**src/rtl/arb_requester.sv**
```systemverilog
// Per-channel command queue that requests an external arbiter and
// streams one BURST_LEN-beat burst per grant on the downstream port.
module arb_requester #(
    parameter int BURST_LEN = 4,
    parameter int DEPTH     = 7
) (
    input  logic       arb_clk,
    input  logic       arb_rst,
    input  logic       cmd_vld,
    input  logic [1:0] cmd_ch,
    output logic       cmd_rdy,
    output logic       arb_req0,
    output logic       arb_req1,
    output logic       arb_req2,
    output logic       arb_req3,
    input  logic [1:0] arb_gnt,
    input  logic       arb_gnt_vld,
    output logic       out_vld,
    output logic [1:0] out_ch,
    output logic [3:0] out_beat,
    output logic       out_last,
    input  logic       out_rdy,
    output logic       busy,
    output logic       gnt_err
);

    typedef enum logic [1:0] {
        IDLE,
        REQ,
        XFER,
        RLS
    } state_t;

    localparam logic [3:0] DEPTH_C = 4'(DEPTH);
    localparam logic [3:0] LAST_C  = 4'(BURST_LEN - 1);

    state_t     state_q, state_d;
    logic [3:0] pend_q [4];
    logic [3:0] pend_d [4];
    logic [1:0] ch_q, ch_d;
    logic [3:0] beat_q, beat_d;
    logic       err_q, err_d;
    logic       accept;
    logic       done;
    logic       any_pend;

    assign cmd_rdy  = (pend_q[cmd_ch] != DEPTH_C);
    assign accept   = cmd_vld && cmd_rdy;
    assign any_pend = (pend_q[0] != 4'd0) || (pend_q[1] != 4'd0) ||
                      (pend_q[2] != 4'd0) || (pend_q[3] != 4'd0);

    always_comb begin
        state_d = state_q;
        ch_d    = ch_q;
        beat_d  = beat_q;
        err_d   = err_q;
        done    = 1'b0;
        unique case (state_q)
            IDLE: begin
                if (any_pend) state_d = REQ;
            end
            REQ: begin
                if (arb_gnt_vld) begin
                    if (pend_q[arb_gnt] != 4'd0) begin
                        ch_d    = arb_gnt;
                        beat_d  = 4'd0;
                        state_d = XFER;
                    end else begin
                        err_d = 1'b1;
                    end
                end
            end
            XFER: begin
                if (out_rdy) begin
                    if (beat_q == LAST_C) begin
                        done    = 1'b1;
                        beat_d  = 4'd0;
                        state_d = RLS;
                    end else begin
                        beat_d = beat_q + 4'd1;
                    end
                end
            end
            RLS: begin
                state_d = IDLE;
            end
        endcase
    end

    // Accept and burst-end on the same channel cancel out.
    always_comb begin
        for (int i = 0; i < 4; i++) begin
            pend_d[i] = pend_q[i];
            if (accept && (cmd_ch == 2'(i)) && !(done && (ch_q == 2'(i))))
                pend_d[i] = pend_q[i] + 4'd1;
            else if (done && (ch_q == 2'(i)) && !(accept && (cmd_ch == 2'(i))))
                pend_d[i] = pend_q[i] - 4'd1;
        end
    end

    always_ff @(posedge arb_clk) begin
        if (arb_rst) begin
            state_q <= IDLE;
            ch_q    <= 2'd0;
            beat_q  <= 4'd0;
            err_q   <= 1'b0;
            for (int i = 0; i < 4; i++) pend_q[i] <= 4'd0;
        end else begin
            state_q <= state_d;
            ch_q    <= ch_d;
            beat_q  <= beat_d;
            err_q   <= err_d;
            for (int i = 0; i < 4; i++) pend_q[i] <= pend_d[i];
        end
    end

    assign arb_req0 = (state_q == REQ) && (pend_q[0] != 4'd0);
    assign arb_req1 = (state_q == REQ) && (pend_q[1] != 4'd0);
    assign arb_req2 = (state_q == REQ) && (pend_q[2] != 4'd0);
    assign arb_req3 = (state_q == REQ) && (pend_q[3] != 4'd0);
    assign out_vld  = (state_q == XFER);
    assign out_ch   = ch_q;
    assign out_beat = beat_q;
    assign out_last = out_vld && (beat_q == LAST_C);
    assign busy     = (state_q != IDLE);
    assign gnt_err  = err_q;

endmodule

```
**config.mk**
```make
export PLATFORM = sky130hd
export DESIGN_NAME = arb_requester
export DESIGN_NICKNAME = d
export VERILOG_FILES = /design/src/rtl/arb_requester.sv
export SDC_FILE = /design/constraint.sdc
export NUM_CORES = 1
export LEC_CHECK = 0
export CORE_UTILIZATION = 25
export CTS_BUF_LIST = sky130_fd_sc_hd__clkbuf_4 sky130_fd_sc_hd__clkbuf_8 sky130_fd_sc_hd__clkbuf_16
export CTS_CLUSTER_SIZE = 14
export DETAILED_ROUTE_END_ITERATION = 10
export GPL_TIMING_DRIVEN = 0
export SKIP_LAST_GASP = 1
export SLEW_MARGIN = 30
export SYNTH_ARGS = -nofsm -noshare
export SYNTH_HDL_FRONTEND = slang
export SYNTH_SLANG_ARGS = --single-unit
```
**constraint.sdc**
```tcl
create_clock -name arb_clk -period 4.45 [get_ports arb_clk]
set_clock_uncertainty 0.2 [all_clocks]
set_input_delay 0.89 -clock arb_clk [delete_from_list [all_inputs] [get_ports arb_clk]]
set_output_delay 0.89 -clock arb_clk [all_outputs]
set_load 0.02 [all_outputs]
```
# After elaboration in Yosys (flattened, before gate mapping)
# Memory sizes are Yosys's and may differ from the RTL's.
# Index checks and enable logic that the tools add are counted.
# W data, S select, Z words.
[totals]
regBits = 9
word_cells = 111
out_inout_bits = 15
mem_count = 1
inputBits = 9
ram_bits = 16
[op_classes]
addsub = 9
bitwise_logic = 5
n_mux = 29
reduce_logical = 47
n_eq_ne = 16
[memory_table]
columns = ["name", "words", "width", "read_ports", "rd_clocked_by_memory_dff", "wr", "line", "text"]
rows = [
  ["pend_q", 4, 4, 6, 0, 4, "38", "logic [3:0] pend_q [4];"],
]
[op_table]
columns = ["operator", "count"]
rows = [
  ["$mux W4", 16],
  ["$logic_and A1 B1 Y1", 22],
  ["$add A4 B1 Y4 const B", 5],
  ["$reduce_bool A4 Y1", 5],
  ["$sub A4 B1 Y4 const B", 4],
  ["$eq A2 B2 Y1 const B", 6],
  ["$mux W2", 5],
  ["$logic_not A1 Y1", 8],
  ["$pmux W2 S4", 1],
  ["$pmux W4 S2", 1],
  ["$eq A2 B1 Y1 const B", 3],
  ["$logic_not A2 Y1", 3],
  ["$mux W1", 6],
  ["$ne A2 B2 Y1 const B", 3],
  ["$reduce_and A3 Y1", 2],
  ["$reduce_and A5 Y1", 1],
  ["$eq A4 B2 Y1 const B", 1],
  ["$ne A2 B1 Y1 const B", 2],
  ["$ne A4 B3 Y1 const B", 1],
  ["$or A1 B1 Y1", 4],
  ["$reduce_and A4 Y1", 1],
  ["$reduce_bool A2 Y1", 2],
  ["$logic_or A1 B1 Y1", 3],
  ["$not A1 Y1", 1],
]

# Depth between registers and ports, before layout
# Gate-level depths: netlist (run 1).
[depth]
word_depth = 9
mapped_depth = 15
depth_no_buf = 15

# Worst setup path after synthesis (run 1)
# Ideal clock, no wire load.
[synth_path]
path_kind = "flip-flop to flip-flop"
startpoint = "register state_q[0]"
endpoint = "memory pend_q[0][3]"
t_arrival_ns = 3.285
path_slack_ns = 0.894
synth_period_minus_slack_ns = 3.556
n_path_buf = 0
required_ns = 4.179
setup_ns = 0.071
stages_incl_launch_ff = 15
path_cell_list = "dfxtp_1 > inv_1 > ha_1 > inv_1 > nor3_1 > nand2_1 > or3_1 > ha_1 > inv_1 > ha_1 > a21o_1 > a21oi_1 > xnor2_1 > or3_1 > a21oi_1"
[synth_lines]
columns = ["element", "line", "text"]
rows = [
  ["start: declaration", "37", "state_t state_q, state_d;"],
  ["start signal: assignment", "109", "state_q <= state_d;"],
  ["end: declaration", "38", ""],
]

# Worst setup path in the final report (run 1)
[layout_path]
startpoint = "input cmd_ch[0]"
endpoint = "output cmd_rdy"
[layout_between]
elab_chain_len = 2
[layout_lines]
columns = ["element", "line", "text"]
rows = [
  ["start: declaration", "10", "input logic [1:0] cmd_ch,"],
  ["$mem_v2 Z4 W4", "n/a", ""],
  ["$ne A4 B3 Y1", "47", "assign cmd_rdy = (pend_q[cmd_ch] != DEPTH_C);"],
  ["end: declaration", "11", "output logic cmd_rdy,"],
]
# No other way between the ends.

==> flow_metrics.py, run 1 <==
metrics = {
    "run_status": {
        "status": "complete, no violations",
    },
    "global_route": {
        "grtUsageTotal_pct": 11.75,
        "grt_pass1_wl_um": 6134,
        "grt_start_max_net_pins": 14,
        "grt_antenna_before_repair": 0,
        "grt_pass1_vias": 1319,
        "overflow": 0,
    },
    "critical_path": {
        "cpMaxStageDelayCell": "clkdlybuf4s50_1",
        "critPathMaxFanout": 5,
        "cp.required_ps": 3360,
        "endpoint_kind": "primary output",
        "reg2reg_to": "pend_q[0][3]$_SDFFE_PP0P_",
        "cp.buffers_inverters": 2,
        "r2r_slack_ps": 980,
        "r2r_start": "state_q[0]$_SDFFE_PP0P_",
        "path_class": "input pin to primary output",
        "worstPathArrival_ps": 2530,
        "crit_chain": "clkdlybuf4s50_1 -> mux4_2 -> clkdlybuf4s50_1",
        "critical-path-max-stage-delay_ps": 560,
        "cp_top_family": "buffers and inverters",
        "critPathLaunchType": "input pin",
        "cp_common_cell": "clkdlybuf4s50_1",
        "reg2reg_depth": 14,
    },
    "sta": {
        "tns_ps": 0,
        "fin_crit_sh_pct": 81.44,
        "rsz0062_at_grt": "false",
        "min_period_ps": 3624,
        "hold_viol_final": 0,
        "slew-limit-headroom_pct": 52.97,
        "finalMaxSlewViolations": 0,
        "worstMarginPinSlew_ps": 698.9,
        "setup_viol": 0,
        "max_freq_mhz": 275.9,
    },
    "cells_and_area": {
        "diodes": 0,
        "fillers": 645,
        "fin_nets": 234,
        "final_area_um2": 1989,
        "drive_above_1_share_pct": 4.412,
        "fin_cells": 279,
        "synthToLayoutAreaGrowth_pct": 23.07,
        "regArea_um2": 500.5,
        "multiInputGateArea_um2": 1064,
    },
    "yosys": {
        "ys_types": 36,
        "synth_cells": 177,
        "netlist_area_um2": 1617,
        "yosysSeqAreaShare_pct": 30.96,
        "ys_seq_elements": 25,
        "synthArstFlopShare_pct": 0,
        "ys.flop_type": "dfxtp_1",
        "synth-edff-count": 0,
        "syn_avg_cell_area_um2": 9.133,
        "synth_area_leaders": "dfxtp_1 31%, ha_1 12%, nor2_1 6.0%",
        "synth_top_cell_area_share_pct": 30.96,
        "yosys_warnings": 0,
        "syn_nets": 206,
        "synth_top_area_cell": "dfxtp_1",
    },
    "job": {
        "drv_cap": 0,
    },
    "floorplanning": {
        "io_pins": 24,
        "die_area_um2": 6791,
        "start_util_pct": 26.67,
        "die_y_um": 82.41,
        "die_x_um": 82.41,
        "rows": 28,
        "coreArea_um2": 6061,
    },
    "routing": {
        "via_per_inst": 4.781,
        "drtIter0Drc": 95,
        "wl_per_cell_um": 12.28,
        "vias": 1334,
        "route.detailed.drc": 0,
        "routed_wl_um": 3425,
        "firstDrtPassIters": 4,
        "antenna_left": 0,
    },
    "clock_tree": {
        "hold_buffers": 0,
        "postCtsSetupRepairBufs": 0,
        "path_clk_slew_ps": 90,
        "clock-sinks": 25,
        "cts-buffers-inserted": 3,
        "clkLatencyLatePin_ps": 270,
        "cts_tree": "built",
        "cts-root-buf": "clkbuf_8",
        "htreeDepth": 1,
        "ctsLongestPathBuffers": 2,
        "post_cts_resize_count": 0,
    },
    "power": {
        "irDropWorstVdd_mv": 0.1991,
        "p_per_area_nw_per_um2": 358.9,
        "power_uw": 714.1,
        "power_leakage_uw": 0.0007588,
    },
    "worst_hold_path": {
        "min-delay-start": "gnt_err$_SDFFE_PP0P_",
        "hold_depth": 2,
        "hold_end": "gnt_err$_SDFFE_PP0P_",
        "hp-class": "flop to flop",
    },
    "placed_design": {
        "place_area_um2": 1941,
        "gp_congestion": 0.8052,
        "dpl.hpwl_um": 2710,
        "port_buffers": 23,
        "dp.cells": 275,
    },
}
[state kept, by name (all words and copies together), names as in the netlist]
signal / count
out_beat: 4
gnt_err: 1
pend_q: 16
state_q: 2
out_ch: 2
[kinds of logic (layout without fill, tap and decap cells)]
logic type	count (synthesis)	after routing	share of synthesized area, %
AOI/OAI and AO/OA	36	36	14.24
muxes	9	9	7.121
xor gates and xnor gates	12	12	6.501
DFF	25	25	30.96
and+or+nand+nor	61	61	20.59
buffers and inverters	14	41	3.251
adders and majority gates	20	20	17.34
[final cells by class]
| cell class | count | share of cell area [%] |
|---|---|---|
| plain buffers | 3 | 0.5660 |
| clock buffers | 4 | 2.453 |
| inverters | 11 | 2.075 |
| multi-input cells | 138 | 53.46 |
| flip-flops and latches | 25 | 25.16 |
| well taps | 75 | 4.717 |
| repair buffers | 23 | 11.57 |
[cell usage after synthesis, types with 4 or more instances]
cell type / instances
nor2_1: 26
dfxtp_1: 25
ha_1: 16
a21oi_1: 14
inv_1: 11
xnor2_1: 8
mux2i_1: 7
or3_1: 6
nand2b_1: 5
nand4b_1: 5
a211oi_1: 4
fa_1: 4
nand2_1: 4
nor4_1: 4
o21ai_0: 4
xor2_1: 4
[cells in the final DEF (no fill, tap or decap), types with 2 or more instances in the layout]
| cell type | Yosys | routed |
|---|---|---|
| a21o_1 | 3 | 3 |
| xor2_1 | 4 | 4 |
| fa_1 | 4 | 4 |
| or3_1 | 6 | 6 |
| nor2_1 | 26 | 26 |
| nand2_1 | 4 | 4 |
| nand3_1 | 2 | 2 |
| clkbuf_8 | 0 | 3 |
| nor4_1 | 4 | 4 |
| o32ai_1 | 2 | 2 |
| mux4_2 | 2 | 2 |
| ha_1 | 16 | 16 |
| mux2i_1 | 7 | 7 |
| a21oi_1 | 14 | 14 |
| nand4b_1 | 5 | 5 |
| nand2b_1 | 5 | 5 |
| nor3_1 | 2 | 2 |
| o21ai_0 | 4 | 4 |
| dfxtp_1 | 25 | 25 |
| clkdlybuf4s50_1 | 0 | 23 |
| o21a_1 | 2 | 2 |
| and4b_1 | 2 | 2 |
| clkbuf_1 | 3 | 3 |
| inv_1 | 11 | 11 |
| a211oi_1 | 4 | 4 |
| xnor2_1 | 8 | 8 |
[how the worst max path moves through the flow]
stage                                       start                        end  slack, ps  cells past startpoint
after floorplan           state_q[0]$_SDFFE_PP0P_  pend_q[0][3]$_SDFFE_PP0P_        890                     14
after global placement                  cmd_ch[0]                    cmd_rdy        810                      3
after detailed placement                cmd_ch[0]                    cmd_rdy        810                      3
after CTS                               cmd_ch[0]                    cmd_rdy        800                      3
after global routing      state_q[0]$_SDFFE_PP0P_  pend_q[0][3]$_SDFFE_PP0P_        610                     14
final                                   cmd_ch[0]                    cmd_rdy        830                      3
[power breakdown]
group / total (µW) / internal, µW / leakage (µW) / switching [µW]
Sequential: 267 / 245 / 0.000204 / 21.7
Clock: 143 / 70.1 / 0.0000262 / 72.6
Combinational: 304 / 141 / 0.000529 / 163
Total: 714 / 457 / 0.000759 / 257
[worst register-to-register path, stage by stage (launching register included)]
cell	delay [ps]
dfxtp_1	330
inv_1	90
ha_1	310
inv_1	100
nor3_1	480
nand2_1	130
or3_1	330
ha_1	220
inv_1	110
ha_1	240
a21o_1	180
a21oi_1	160
xnor2_1	90
or3_1	300
a21oi_1	140
[metal layers]
metal  GRT usage, %  vias up  share of wire (%)
met2          18.76       21                 48
met4          3.684        0               0.47
met3          2.088        2                4.1
met5              0        -                  0
met1          15.97      619                 48
li1               -      692                  -
[metrics by stage]
step | utilization [%] | hold slack, ps | worst slack (ps)
floorplan | - | 265.8 | 894.2
global placement | 32.02 | 255.2 | 809.4
detailed placement | 32.02 | 278.2 | 812.6
CTS | 32.82 | 300.8 | 796.0
global route | 32.82 | 318.2 | 608.3
finish | 32.82 | 284.7 | 826.0
(Power assumes the default switching activity.)
==> run 2: changes to the inputs <==
==> constraint.sdc (replaced) <==
create_clock -name arb_clk -period 3.4 [get_ports arb_clk]
set_clock_uncertainty 0.2 [all_clocks]
set_input_delay 0.68 -clock arb_clk [delete_from_list [all_inputs] [get_ports arb_clk]]
set_output_delay 0.68 -clock arb_clk [all_outputs]
set_load 0.02 [all_outputs]
==> flow_metrics.py, run 2 (synthesized netlist as in run 1, its figures left out) <==
metrics = {
    "run_status": {
        "status": "complete, no violations",
    },
    "global_route": {
        "grt_antenna_before_repair": 0,
        "grt_start_max_net_pins": 16,
        "grt_pass1_vias": 1238,
        "grt_pass1_wl_um": 5892,
        "overflow": 0,
        "grtUsageTotal_pct": 11.37,
    },
    "routing": {
        "routed_wl_um": 3497,
        "route.detailed.drc": 0,
        "drtIter0Drc": 82,
        "wl_per_cell_um": 12.53,
        "firstDrtPassIters": 4,
        "vias": 1333,
        "via_per_inst": 4.778,
        "antenna_left": 0,
    },
    "cells_and_area": {
        "layout_common_cells": "26 x nor2_1, 25 x dfxtp_1, 23 x clkdlybuf4s50_1",
        "drive_above_1_share_pct": 5.392,
        "regArea_um2": 500.5,
        "diodes": 0,
        "largest_reg_flops": 16,
        "top_register": "pend_q",
        "fillers": 622,
        "final_common_cell": "nor2_1",
        "fin_nets": 234,
        "synthToLayoutAreaGrowth_pct": 24.54,
        "multiInputGateArea_um2": 1087,
    },
    "critical_path": {
        "cp.required_ps": 2520,
        "path_class": "input pin to primary output",
        "cpMaxStageDelayCell": "clkdlybuf4s50_1",
        "crit_cells": 3,
        "crit_chain": "clkdlybuf4s50_1 -> mux4_2 -> clkdlybuf4s50_1",
        "r2r_slack_ps": 270,
        "cp_top_family": "buffers and inverters",
        "cp.buffers_inverters": 2,
        "critical-path-max-stage-delay_ps": 550,
        "endpoint_kind": "primary output",
        "worstPathArrival_ps": 2310,
        "cp_common_cell": "clkdlybuf4s50_1",
        "reg2reg_depth": 14,
        "r2r_start": "state_q[0]$_SDFFE_PP0P_",
        "critPathMaxFanout": 5,
        "critPathLaunchType": "input pin",
        "reg2reg_to": "pend_q[0][3]$_SDFFE_PP0P_",
    },
    "clock_tree": {
        "path_clk_slew_ps": 100,
        "htreeDepth": 1,
        "ctsLongestPathBuffers": 2,
        "cts_tree": "built",
        "cts-root-buf": "clkbuf_8",
        "cts-buffers-inserted": 3,
        "clock-sinks": 25,
        "clkLatencyLatePin_ps": 270,
        "postCtsSetupRepairBufs": 0,
    },
    "worst_hold_path": {
        "hp-class": "flop to flop",
        "min-delay-start": "gnt_err$_SDFFE_PP0P_",
        "hold_end": "gnt_err$_SDFFE_PP0P_",
        "hold_depth": 2,
    },
    "floorplanning": {
        "die_area_um2": 6791,
        "coreArea_um2": 6061,
        "rows": 28,
        "start_util_pct": 26.67,
        "io_pins": 24,
        "die_y_um": 82.41,
        "die_x_um": 82.41,
    },
    "sta": {
        "setup_viol": 0,
        "hold_viol_final": 0,
        "min_period_ps": 3189,
        "rsz0062_at_grt": "false",
        "max_freq_mhz": 313.6,
        "finalMaxSlewViolations": 0,
        "postLayoutSetupSlackWorst_ps": 211.4,
        "worstMarginPinSlew_ps": 709.1,
        "fin_crit_sh_pct": 93.78,
        "slew-limit-headroom_pct": 52.29,
    },
    "job": {
        "drv_cap": 0,
    },
    "power": {
        "irDropWorstVdd_mv": 0.2245,
        "power_uw": 949.2,
        "power_leakage_uw": 0.0007546,
        "p_per_area_nw_per_um2": 471.5,
    },
    "placed_design": {
        "gp_congestion": 0.8183,
        "port_buffers": 23,
        "dpl_worst_slack_ps": -10.47,
        "dpl.hpwl_um": 2728,
    },
}
run 2: tightest hold or removal path, cell delays in order, from the launching register on:
cell,delay (ps)
dfxtp_1,350
a31oi_1,40
nor2_1,70
run 2: routing by layer:
layer / vias up / share of wire [%] / wire length [µm] / track usage (%)
met4: 0 / 0.46 / 16 / 2.632
met5: - / 0 / 0 / 0
met1: 619 / 50 / 1736 / 14.86
li1: 694 / - / - / -
met3: 2 / 3.8 / 132 / 2.527
met2: 18 / 46 / 1612 / 18.93
run 2: what timing repair did:
item | in CTS | in global routing
endpoints found under the hold margin | 0 | 0
hold buffers | 0 | 0
resized for setup | 0 | 3
setup endpoints to repair | 0 | 2
run 2: how the worst max path moves through the flow:
stage,endpoint,slack (ps),startpoint
final,cmd_rdy,210,cmd_ch[0]
after CTS,pend_q[0][3]$_SDFFE_PP0P_,50,state_q[0]$_SDFFE_PP0P_
after global placement,pend_q[0][3]$_SDFFE_PP0P_,20,out_rdy
after detailed placement,pend_q[0][3]$_SDFFE_PP0P_,-10,out_rdy
after floorplan,pend_q[0][3]$_SDFFE_PP0P_,90,state_q[0]$_SDFFE_PP0P_
after global routing,pend_q[0][3]$_SDFFE_PP0P_,20,state_q[0]$_SDFFE_PP0P_
run 2: report_power, final:
group / total [µW] / internal (µW) / leakage (µW) / switching [µW]
clock: 187 / 83.1 / 0.0000217 / 104
combinational: 411 / 190 / 0.000529 / 221
sequential: 351 / 321 / 0.000204 / 30.1
run 2: through the flow:
| step | util, % | setup TNS, ps | cell area, µm² | instances | hold WS [ps] |
|---|---|---|---|---|---|
| after global routing | 33.22 | 0 | 2013 | 279 | 338.7 |
| after CTS | 32.91 | 0 | 1994 | 279 | 299.9 |
| after detailed placement | 32.10 | -10.47 | 1946 | 275 | 276.8 |
| final | 33.22 | 0 | 2013 | 279 | 293.7 |
| after floorplan | - | 0 | 1622 | 177 | 265.8 |
| after global placement | 32.10 | 0 | 1946 | 275 | 246.6 |
run 2: final cells by class:
cell class	count	share of cell area [%]
Inverter	11	2.051
Timing Repair Buffer	23	11.44
Buffer	3	0.5594
Clock buffer	3	2.051
Sequential cell	25	24.86
Tap cell	75	4.661
Clock inverter	1	0.3729
Multi-Input combinational cell	138	54.01
